$ cat src/rtl/rom_pkg.sv
// rom_pkg: definitions shared by the time-division-multiplexed ROM and its
// round-robin arbiter.
//   fold_mode_e   : storage mode (plain table or quarter-wave folded table)
//   DEF_ADDR_W/DEF_DATA_W : default client address / data slice widths
//   clog2()       : index width for a channel count (never less than 1)
//   slice_lo()    : low bit of slice k on a flat bus of w-bit slices
package rom_pkg;

  typedef enum logic {
    FOLD_NONE    = 1'b0,
    FOLD_QUARTER = 1'b1
  } fold_mode_e;

  localparam int DEF_ADDR_W = 9;
  localparam int DEF_DATA_W = 8;

  function automatic int clog2(input int value);
    int r;
    r = 0;
    for (int i = 0; i < 32; i++) begin
      if ((1 << r) < value) r = r + 1;
    end
    if (r == 0) r = 1;
    return r;
  endfunction

  function automatic int slice_lo(input int k, input int w);
    return k * w;
  endfunction

endpackage

$ cat src/rtl/rr_arbiter.sv
// rr_arbiter: round-robin arbiter granting one requester per enabled cycle.
//   i_clk, i_rst_n : clock, synchronous active-low reset
//   i_en           : low suppresses grants and freezes the pointer
//   i_req          : request vector
//   o_grant        : one-hot grant (combinational)
//   o_idx, o_vld   : index of the granted requester and grant-valid flag
// The pointer holds the last granted index; the search starts one past it.
// Reset loads NUM_CH-1 so channel 0 has the highest priority afterwards.
module rr_arbiter
  import rom_pkg::*;
#(
  parameter int NUM_CH = 8,
  parameter int IDX_W  = clog2(NUM_CH)
) (
  input  logic              i_clk,
  input  logic              i_rst_n,
  input  logic              i_en,
  input  logic [NUM_CH-1:0] i_req,
  output logic [NUM_CH-1:0] o_grant,
  output logic [IDX_W-1:0]  o_idx,
  output logic              o_vld
);

  logic [IDX_W-1:0] last_q;
  logic [IDX_W-1:0] last_d;
  int               cand;

  always_comb begin
    o_grant = '0;
    o_idx   = '0;
    o_vld   = 1'b0;
    last_d  = last_q;
    cand    = 0;
    if (i_en) begin
      for (int off = 1; off <= NUM_CH; off++) begin
        cand = int'(last_q) + off;
        if (cand >= NUM_CH) cand = cand - NUM_CH;
        if (!o_vld && i_req[cand]) begin
          o_vld         = 1'b1;
          o_idx         = IDX_W'(cand);
          o_grant[cand] = 1'b1;
        end
      end
      if (o_vld) last_d = o_idx;
    end
  end

  always_ff @(posedge i_clk) begin
    if (!i_rst_n) last_q <= IDX_W'(NUM_CH - 1);
    else          last_q <= last_d;
  end

endmodule

$ cat src/rtl/rom_tdm_nch.sv
// rom_tdm_nch: one registered ROM shared by NUM_CH clients, one read/cycle.
//   i_clk, i_rst_n : clock, synchronous active-low reset
//   i_en           : grant enable (low stalls new reads only)
//   i_req, i_addr  : per-channel request pulse and flat address bus
//   i_clr_ovr      : clears all sticky overrun flags
//   o_data         : flat per-channel result registers
//   o_valid        : per-channel pulse when its o_data slice updates
//   o_overrun      : sticky flag, request arrived while one was still waiting
// Flow: request captured (pending + address), arbiter grants and the ROM
// read is issued, result folded and written into the channel slice.
module rom_tdm_nch
  import rom_pkg::*;
#(
  parameter int    NUM_CH       = 8,
  parameter int    ADDR_WIDTH   = DEF_ADDR_W,
  parameter int    DATA_WIDTH   = DEF_DATA_W,
  parameter string LOAD_PATH    = "",
  parameter int    QUARTER_WAVE = 0
) (
  input  logic                         i_clk,
  input  logic                         i_rst_n,
  input  logic                         i_en,
  input  logic [NUM_CH-1:0]            i_req,
  input  logic [NUM_CH*ADDR_WIDTH-1:0] i_addr,
  input  logic                         i_clr_ovr,
  output logic [NUM_CH*DATA_WIDTH-1:0] o_data,
  output logic [NUM_CH-1:0]            o_valid,
  output logic [NUM_CH-1:0]            o_overrun
);

  localparam fold_mode_e FOLD = (QUARTER_WAVE != 0) ? FOLD_QUARTER : FOLD_NONE;
  localparam int MEM_AW    = (FOLD == FOLD_QUARTER) ? ADDR_WIDTH - 2 : ADDR_WIDTH;
  localparam int MEM_DEPTH = 1 << MEM_AW;
  localparam int CH_W      = clog2(NUM_CH);

  logic [DATA_WIDTH-1:0] mem [MEM_DEPTH];

  // Offset-binary negation of the stored quarter-wave sample.
  function automatic logic [DATA_WIDTH-1:0] fold_out(input logic [DATA_WIDTH-1:0] w,
                                                     input logic neg);
    return neg ? ~w : w;
  endfunction

  logic [NUM_CH-1:0]            pend_q, pend_d;
  logic [NUM_CH-1:0]            ovr_q, ovr_d;
  logic [NUM_CH-1:0]            vld_q, vld_d;
  logic [NUM_CH*DATA_WIDTH-1:0] data_q, data_d;
  logic [ADDR_WIDTH-1:0]        addr_q [NUM_CH];
  logic [ADDR_WIDTH-1:0]        addr_d [NUM_CH];

  logic                  rd_vld_q, rd_vld_d;
  logic [CH_W-1:0]       rd_ch_q, rd_ch_d;
  logic                  rd_neg_q, rd_neg_d;
  logic [DATA_WIDTH-1:0] rd_word_q;

  logic [NUM_CH-1:0]     grant;
  logic [CH_W-1:0]       gnt_idx;
  logic                  gnt_vld;
  logic [ADDR_WIDTH-1:0] sel_addr;
  logic [MEM_AW-1:0]     rd_idx;

  rr_arbiter #(
    .NUM_CH (NUM_CH),
    .IDX_W  (CH_W)
  ) u_arb (
    .i_clk   (i_clk),
    .i_rst_n (i_rst_n),
    .i_en    (i_en),
    .i_req   (pend_q),
    .o_grant (grant),
    .o_idx   (gnt_idx),
    .o_vld   (gnt_vld)
  );

  // Quarter-wave fold: second quadrant mirrors the index, upper half
  // negates the sample (negation is applied after the read).
  always_comb begin
    sel_addr = addr_q[gnt_idx];
    rd_neg_d = 1'b0;
    if (FOLD == FOLD_QUARTER) begin
      rd_idx   = sel_addr[ADDR_WIDTH-2] ? ~sel_addr[MEM_AW-1:0] : sel_addr[MEM_AW-1:0];
      rd_neg_d = sel_addr[ADDR_WIDTH-1];
    end else begin
      rd_idx = sel_addr[MEM_AW-1:0];
    end
  end

  always_comb begin
    for (int k = 0; k < NUM_CH; k++) begin
      addr_d[k] = addr_q[k];
      if (i_req[k]) addr_d[k] = i_addr[slice_lo(k, ADDR_WIDTH) +: ADDR_WIDTH];
    end
    // A request coinciding with its own grant is a fresh request, not an overrun.
    pend_d   = (pend_q & ~grant) | i_req;
    ovr_d    = (ovr_q & {NUM_CH{~i_clr_ovr}}) | (i_req & pend_q & ~grant);
    rd_vld_d = gnt_vld;
    rd_ch_d  = gnt_idx;
    vld_d    = '0;
    data_d   = data_q;
    if (rd_vld_q) begin
      vld_d[rd_ch_q] = 1'b1;
      data_d[slice_lo(int'(rd_ch_q), DATA_WIDTH) +: DATA_WIDTH] = fold_out(rd_word_q, rd_neg_q);
    end
  end

  // Control and result registers (capture, issue and output stages).
  always_ff @(posedge i_clk) begin
    if (!i_rst_n) begin
      pend_q   <= '0;
      ovr_q    <= '0;
      vld_q    <= '0;
      data_q   <= '0;
      rd_vld_q <= 1'b0;
    end else begin
      pend_q   <= pend_d;
      ovr_q    <= ovr_d;
      vld_q    <= vld_d;
      data_q   <= data_d;
      rd_vld_q <= rd_vld_d;
    end
  end

  // Capture stage: per-channel address registers.
  // Issue stage: ROM read plus channel/negate tags travelling with it.
  always_ff @(posedge i_clk) begin
    for (int k = 0; k < NUM_CH; k++) addr_q[k] <= addr_d[k];
    rd_ch_q  <= rd_ch_d;
    rd_neg_q <= rd_neg_d;
    if (gnt_vld) rd_word_q <= mem[rd_idx];
  end

  assign o_data    = data_q;
  assign o_valid   = vld_q;
  assign o_overrun = ovr_q;

endmodule

$ cat config.mk
export PLATFORM = sky130hd
export DESIGN_NAME = rom_tdm_nch
export DESIGN_NICKNAME = d
export VERILOG_FILES = /design/src/rtl/rom_pkg.sv /design/src/rtl/rr_arbiter.sv /design/src/rtl/rom_tdm_nch.sv
export SDC_FILE = /design/constraint.sdc
export NUM_CORES = 1
export LEC_CHECK = 0
export CAP_MARGIN = 20
export CORE_ASPECT_RATIO = 1.2
export CORE_MARGIN = 2
export CORE_UTILIZATION = 30
export DETAILED_ROUTE_END_ITERATION = 10
export PLACE_DENSITY = 0.73
export SYNTH_ARGS = -nofsm -noshare
export SYNTH_HDL_FRONTEND = slang
export SYNTH_MEMORY_MAX_BITS = 65536
export SYNTH_SLANG_ARGS = --single-unit
$ cat constraint.sdc
create_clock -name i_clk -period 6.1 [get_ports i_clk]
set_input_delay 0.915 -clock i_clk [delete_from_list [all_inputs] [get_ports i_clk]]
set_output_delay 0.915 -clock i_clk [all_outputs]
set_load 0.01 [all_outputs]
* Yosys cells after proc, flatten, opt, wreduce, memory -nomap -nowiden
Cells that the tools add are included.
** Cells by class
- Reductions and logical operators :: 25
- Bitwise operators :: 15
- Order comparisons :: 26
- Mux-type cells :: 101
- Shift-type cells :: 2
- Add/sub/neg operators :: 17
** Operators by type and width (count)
- 32-bit two-way mux :: 16
- 32-bit by 1-bit greater-or-equal comparator with 1-bit output (second input constant) :: 8
- 32-bit by 5-bit greater-or-equal comparator with 1-bit output (second input constant) :: 8
- 32-bit by 5-bit < comparator with 1-bit output (second input constant) :: 8
- 32-bit by 5-bit subtractor with 32-bit output (second input constant) :: 8
- 8-bit two-way mux :: 16
- 8-bit OR :: 9
- 64-bit bitwise mux :: 1
- 8-bit by 33-bit variable shift with 64-bit output (first input constant) :: 1
- 8-bit by 33-bit indexed part select with 64-bit output :: 1
- 1-bit two-way mux :: 42
- 6-bit negator with 33-bit output :: 1
- 8-bit AND :: 4
- 1-bit demux with 3-bit select :: 9
- 3-bit two-way mux :: 9
- 1-bit binary-select mux with 3-bit select :: 8
- 3-bit by 3-bit adder with 4-bit output (second input constant) :: 4
- 1-bit logical AND :: 16
- 3-bit by 2-bit adder with 4-bit output (second input constant) :: 2
- 8-bit inverter :: 1
- 1-bit logical NOT :: 7
- 3-bit by 4-bit adder with 5-bit output (second input constant) :: 1
- 3-bit by 1-bit adder with 4-bit output (second input constant) :: 1
- 3-bit by 4-bit < comparator with 1-bit output (second input constant) :: 1
- other kinds (3) :: 4
** Storage, ports and cells
- Register bits :: 103

* Logic depth before layout (Yosys ltp)
- Word-level depth :: 40
- Depth in mapped cells :: 15
- Depth with buffers taken out :: 10

* Hierarchy
From an unflattened synthesis, not the netlist that was laid out.
** Second synthesis, totals
- Cell total of the unflattened synthesis :: 374
- Area total of the unflattened synthesis :: 3216.8 um2
** Modules (own cells, without submodules)
- rr_arbiter :: seq. area each 60.1 um2, area each 1823.0 um2, cells each 232, instances 1
- rom_tdm_nch :: seq. area each 560.5 um2, area each 1393.8 um2, cells each 142, instances 1

* Worst setup path after synthesis
No wires, ideal clock.
- Path kind :: reg-to-reg
- Start point :: register u_arb.last_q[0]
- End point :: register u_arb.last_q[0]
- Buffers on the path :: 4
- Path slack :: 2.293 ns
- Cell stages (with the launch flop) :: 15
- Arrival :: 3.687 ns
- Data required time :: 5.980 ns
- Path through :: dfxtp_1 buf_6 inv_2 clkbuf_1 ha_1 clkbuf_1 mux2_1 mux4_2 or3_4 nor4_2 buf_4 nand2_2 o21a_1 o211a_2 or2_1
** Between the ends
- Cells in the longest elaborated chain, start to end :: 38
** RTL lines
- start: declaration :: line rr_arbiter.sv:24 : logic [IDX_W-1:0] last_q;
- start signal: assignment :: line rr_arbiter.sv:49 : if (!i_rst_n) last_q <= IDX_W'(NUM_CH - 1);
- start signal: assignment :: line rr_arbiter.sv:50 : else last_q <= last_d;
- 3-bit by 1-bit adder with 4-bit output :: line rr_arbiter.sv:36 : cand = int'(last_q) + off;
- 32-bit by 5-bit subtractor with 32-bit output or 32-bit by 5-bit greater-or-equal comparator with 1-bit output (tied branches) :: line rr_arbiter.sv:37 : if (cand >= NUM_CH) cand = cand - NUM_CH;
- 32-bit two-way mux :: line rr_arbiter.sv:37
- 32-bit two-way mux :: line rr_arbiter.sv:34 : if (i_en) begin
- 1-bit binary-select mux with 3-bit select :: line rr_arbiter.sv:38 : if (!o_vld && i_req[cand]) begin
- 1-bit two-way mux (not written as such) (2 in a row) :: line rr_arbiter.sv:38
- 1-bit two-way mux :: line rr_arbiter.sv:38
- 1-bit two-way mux :: line rr_arbiter.sv:34
- (+21 left out)
- 1-bit logical AND :: line rr_arbiter.sv:38
- 1-bit two-way mux :: line rr_arbiter.sv:38
- 1-bit two-way mux :: line rr_arbiter.sv:34
- 1-bit logical NOT :: line rr_arbiter.sv:38
- 1-bit logical AND :: line rr_arbiter.sv:38
- 1-bit two-way mux :: line rr_arbiter.sv:38
- 1-bit two-way mux :: line rr_arbiter.sv:34
- 2-bit AND reduction (no line)
Parallel ways exist; a longest one is shown, timed or not. The select of a mux whose other input is x is not followed.
A chain may end at the register's enable or synchronous reset.

* Final worst setup path
- Start point :: register u_arb.last_q[2]
- End point :: register ovr_q[0], in the netlist o_overrun[0]
** Between the ends
- Cells in the longest elaborated chain, start to end :: 40
** RTL lines
- parallel branches: the longest is 35 deep, another holds 32-bit by 5-bit subtractor with 32-bit output
- 8-bit two-way mux (*) :: line rr_arbiter.sv:38
- 8-bit two-way mux (*) :: line rr_arbiter.sv:34
- 8-bit inverter (*) :: line rom_tdm_nch.sv:95 : ovr_d = (ovr_q & {NUM_CH{~i_clr_ovr}}) | (i_req & pend_q & ~grant);
- 8-bit AND (*) :: line rom_tdm_nch.sv:95
- 8-bit OR (*) :: line rom_tdm_nch.sv:95
- end signal: assignment :: line rom_tdm_nch.sv:116 : ovr_q <= ovr_d;
- end: declaration :: line rom_tdm_nch.sv:45 : logic [NUM_CH-1:0] ovr_q, ovr_d;
Every way passes the cells marked *. The select of a mux whose other input is x is not followed.

==> results.md <==
- Outcome: finished clean
- Data required, critical path: 6.27 ns
- Worst-case reg-to-reg path depth: 11
- Final hold violation count: 0
- Final total negative setup slack: 0 ns
- Final cell utilization of the core: 33.8%
- Number of cell rows: 41
- Final clock period utilization by the worst path: 77.6%
- Worst Path Buf+Inv: 3
- Cell type with the highest aggregate area in the netlist: sky130_fd_sc_hd__dfxtp_1
- Commonest cells in the synthesized netlist: sky130_fd_sc_hd__buf_4 (65), sky130_fd_sc_hd__nand2_1 (40), sky130_fd_sc_hd__dfxtp_1 (31)
- Number of diodes added for antenna fixing: 0
- ANT nets after route: 0
- Drt total wl: 8850 um
- IO Port Bufs: 27
- Cells resized by post-CTS repair: 0
- Gp weighted congestion: 0.958
- Number of detailed-route iterations in the first pass: 6
- Clk root buf: sky130_fd_sc_hd__clkbuf_16
- Number of max-slew violations in the final report: 0
- Std-Cell Core Area: 10500 um^2
- Power per cell area: 599 nW/um^2
- Vias in the first global route: 2699
- Final critical path time including I/O delays and setup: 4.73 ns
- LEAKAGE: 1.44 nW
- Final layout net count: 519
- Combined area of the multi-input logic cells: 2200 um^2
- Most common flop cell mapped by yosys: sky130_fd_sc_hd__dfxtp_1
- CTS H-Tree Depth: 2
- Clock tree from TritonCTS: yes
- Drt initial violations: 287
- Vias per Instance: 5.48
- Setup bufs post-CTS: 0
- Pint: 1.02 mW
- Total net switching power: 1.10 mW
- Share of layout cells above drive strength 1: 9.35%
- Inserted Clock Buffers: 5
- Final number of setup-violating endpoints: 0
- Largest net degree at the start of global routing: 39
- Clock insertion delay at the later pin of the skew report: 0.27 ns
- Worst flop-to-flop path startpoint: u_arb.last_q[2]
- Max Cap Violations: 0
- Portion of total power attributed to sequential cells: 13.1%
- Critical-path cell list: inv_1 > ha_1 > inv_1 > mux4_2 > or3_4 > nor4_2 > buf_4 > or4b_1 > o211ai_1 > a21oi_1 > o21a_1
- Detailed-route via count: 3050
- Delay of the slowest cell on the worst path: 0.77 ns
- Slew @ Worst Pin: 0.794 ns
- Total of warnings raised by yosys: 0
- R2R setup slack: 1.37 ns
- Cell variety after synth: 66
- Worst reg2reg path endpoint: o_overrun[0]
- WL/cell: 15.9 um
- Portion of the post-synthesis area used by sequential elements: 19.3%
- Netlist area before placement: 3220 um^2
- Die width: 98.6 um
- Slowest CP cell: sky130_fd_sc_hd__mux4_2
- Initial standard-cell utilization of the core: 30.8%
- Unrepaired setup endpoints after global routing: no
- Endpoint of the worst hold path: o_overrun[6]
- First-pass GRT wire length: 13800 um
- Data arrival time of the worst path: 4.90 ns
- Die Area: 11600 um^2
- Normalized max-slew margin: 46.6%
- Most frequent cell after synthesis: sky130_fd_sc_hd__buf_4
- Highest fanout seen on the critical path: 25
- Total track usage: 14.6%
- Relative area change from synthesis to final layout: 10.0%
- Number of primary I/O pins: 164
- Hold path startpoint: o_overrun[6]
- Height of the die: 117 um
- CP delay by family, top: simple AND/OR/NAND/NOR gates
- Number of flip-flops and latches in the synthesized netlist: 31
- Fraction of power consumed by combinational cells: 73.2%
- Fraction of registers with async set or reset after synthesis: 0%
- Remaining routing DRC violations: 0
- CP Capture Type: flop
- Longest Clk Path Bufs: 2
- Total overflow reported by the global router: 0
- Layout Skew: 0.00461 ns
- Share of the synthesized area in the top cell type: 19.3%
- Startpoint type of the worst setup path: flop
- Number of stages on the worst hold path: 2
- Number of flops mapped to enable cells by yosys: 0
- Filler instances: 1095
- Clock network power share: 13.7%
- Number of antenna violations at the first check in global routing: 0
- Detailed Place HPWL: 6670 um
- Clock sink count: 31
- Area taken by flip-flops and latches: 621 um^2
- Largest cells by area after synthesis: sky130_fd_sc_hd__dfxtp_1 (19%), sky130_fd_sc_hd__buf_4 (15%), sky130_fd_sc_hd__mux4_2 (4.9%)
- Clock transition at path regs: 0.05 ns
- Hold buffers post-CTS: 0
- Post-synthesis instance total: 408
- Worst Hold Class: reg2reg
- Type of the setup path with the least slack: reg2reg
- Mapped Avg Cell Area: 7.89 um^2
- Most numerous cell on the critical path: sky130_fd_sc_hd__inv_1
- Crit path depth: 11
- Peak supply drop: 0.000196 V
- Achievable clock frequency: 211 MHz
- Sw frac: 51.8%
-- registers in the layout, indices dropped and copies added (netlist names) --
name	count
u_arb.last_q	3
rd_vld_q	1
o_valid	8
rd_ch_q	3
pend_q	8
o_overrun	8
-- cell type report --
cell class	count	area share, %
flip-flops and latches	31	17.5
inverters	14	1.48
clock inverters	2	0.989
clock buffers	6	3.92
well taps	129	4.56
multi-input cells	340	62.2
repair buffers	35	9.33
-- kinds of logic after synthesis --
family / Yosys count / synth area share (%)
multiplexers: 37 / 15.2
AO/OA/AOI/OAI: 100 / 21.5
adder cells (fa/ha/maj): 8 / 3.11
AND/OR/NAND/NOR: 127 / 20.1
buffers and inverters: 100 / 19.6
other: 1 / 0.116
XOR/XNOR: 4 / 1.09
flip-flops: 31 / 19.3
-- layer usage --
layer,track usage (%),routed length (um),vias up
met3,2.32,721,39
met2,24.4,4270,191
li1,-,-,1392
met1,17.3,3440,1428
met5,0,0,-
met4,9.25,415,0
-- cell usage in the layout, fill, tap and decap left out, types with 12 or more instances in the layout --
cell / netlist / final
sky130_fd_sc_hd__conb_1: 1 / 64
sky130_fd_sc_hd__nand2_1: 40 / 40
sky130_fd_sc_hd__dfxtp_1: 31 / 31
sky130_fd_sc_hd__clkdlybuf4s50_1: 0 / 27
sky130_fd_sc_hd__nor2_1: 21 / 21
sky130_fd_sc_hd__o21ai_0: 17 / 17
sky130_fd_sc_hd__mux2i_1: 14 / 14
sky130_fd_sc_hd__nand3_1: 13 / 13
sky130_fd_sc_hd__a21oi_1: 13 / 13
sky130_fd_sc_hd__inv_1: 12 / 12
sky130_fd_sc_hd__nor3_1: 12 / 12
-- worst max path at each step --
stage	startpoint	end	slack [ns]
global route	u_arb.last_q[1]	o_overrun[0]	1.13
CTS	u_arb.last_q[1]	o_overrun[0]	1.37
global placement	u_arb.last_q[1]	o_overrun[0]	1.43
finish	u_arb.last_q[2]	o_overrun[0]	1.37
detailed placement	u_arb.last_q[1]	o_overrun[0]	1.38
floorplan	u_arb.last_q[0]	u_arb.last_q[0]	2.29
-- worst register-to-register path, delay by kind of cell (launching register included) --
kind                       cells  cell delay [ns]
buffers and inverters          3             0.70
AOI/OAI and AO/OA              3             0.44
and+or+nand+nor                3             1.64
muxes                          1             0.77
DFF                            1             0.66
adders and majority gates      1             0.41
-- power by group through the flow --
stage,logic (mW),registers [mW],clock network (mW)
floorplan,1.17,0.270,0
global placement,1.51,0.279,0
detailed placement,1.51,0.282,0
CTS,1.51,0.278,0.296
global route,1.65,0.282,0.303
finish,1.55,0.278,0.290
-- per-stage QoR --
step / cells / setup slack, ns / power, mW / cell area [um^2] / hold WS [ns]
finish: 557 / 1.37 / 2.12 / 3540 / 0.468
detailed placement: 549 / 1.38 / 1.79 / 3370 / 0.462
global placement: 549 / 1.43 / 1.79 / 3370 / 0.457
floorplan: 471 / 2.29 / 1.44 / 3460 / 0.458
global route: 557 / 1.13 / 2.24 / 3540 / 0.507
CTS: 557 / 1.37 / 2.09 / 3540 / 0.472
Power figures use the tool's default switching activity.
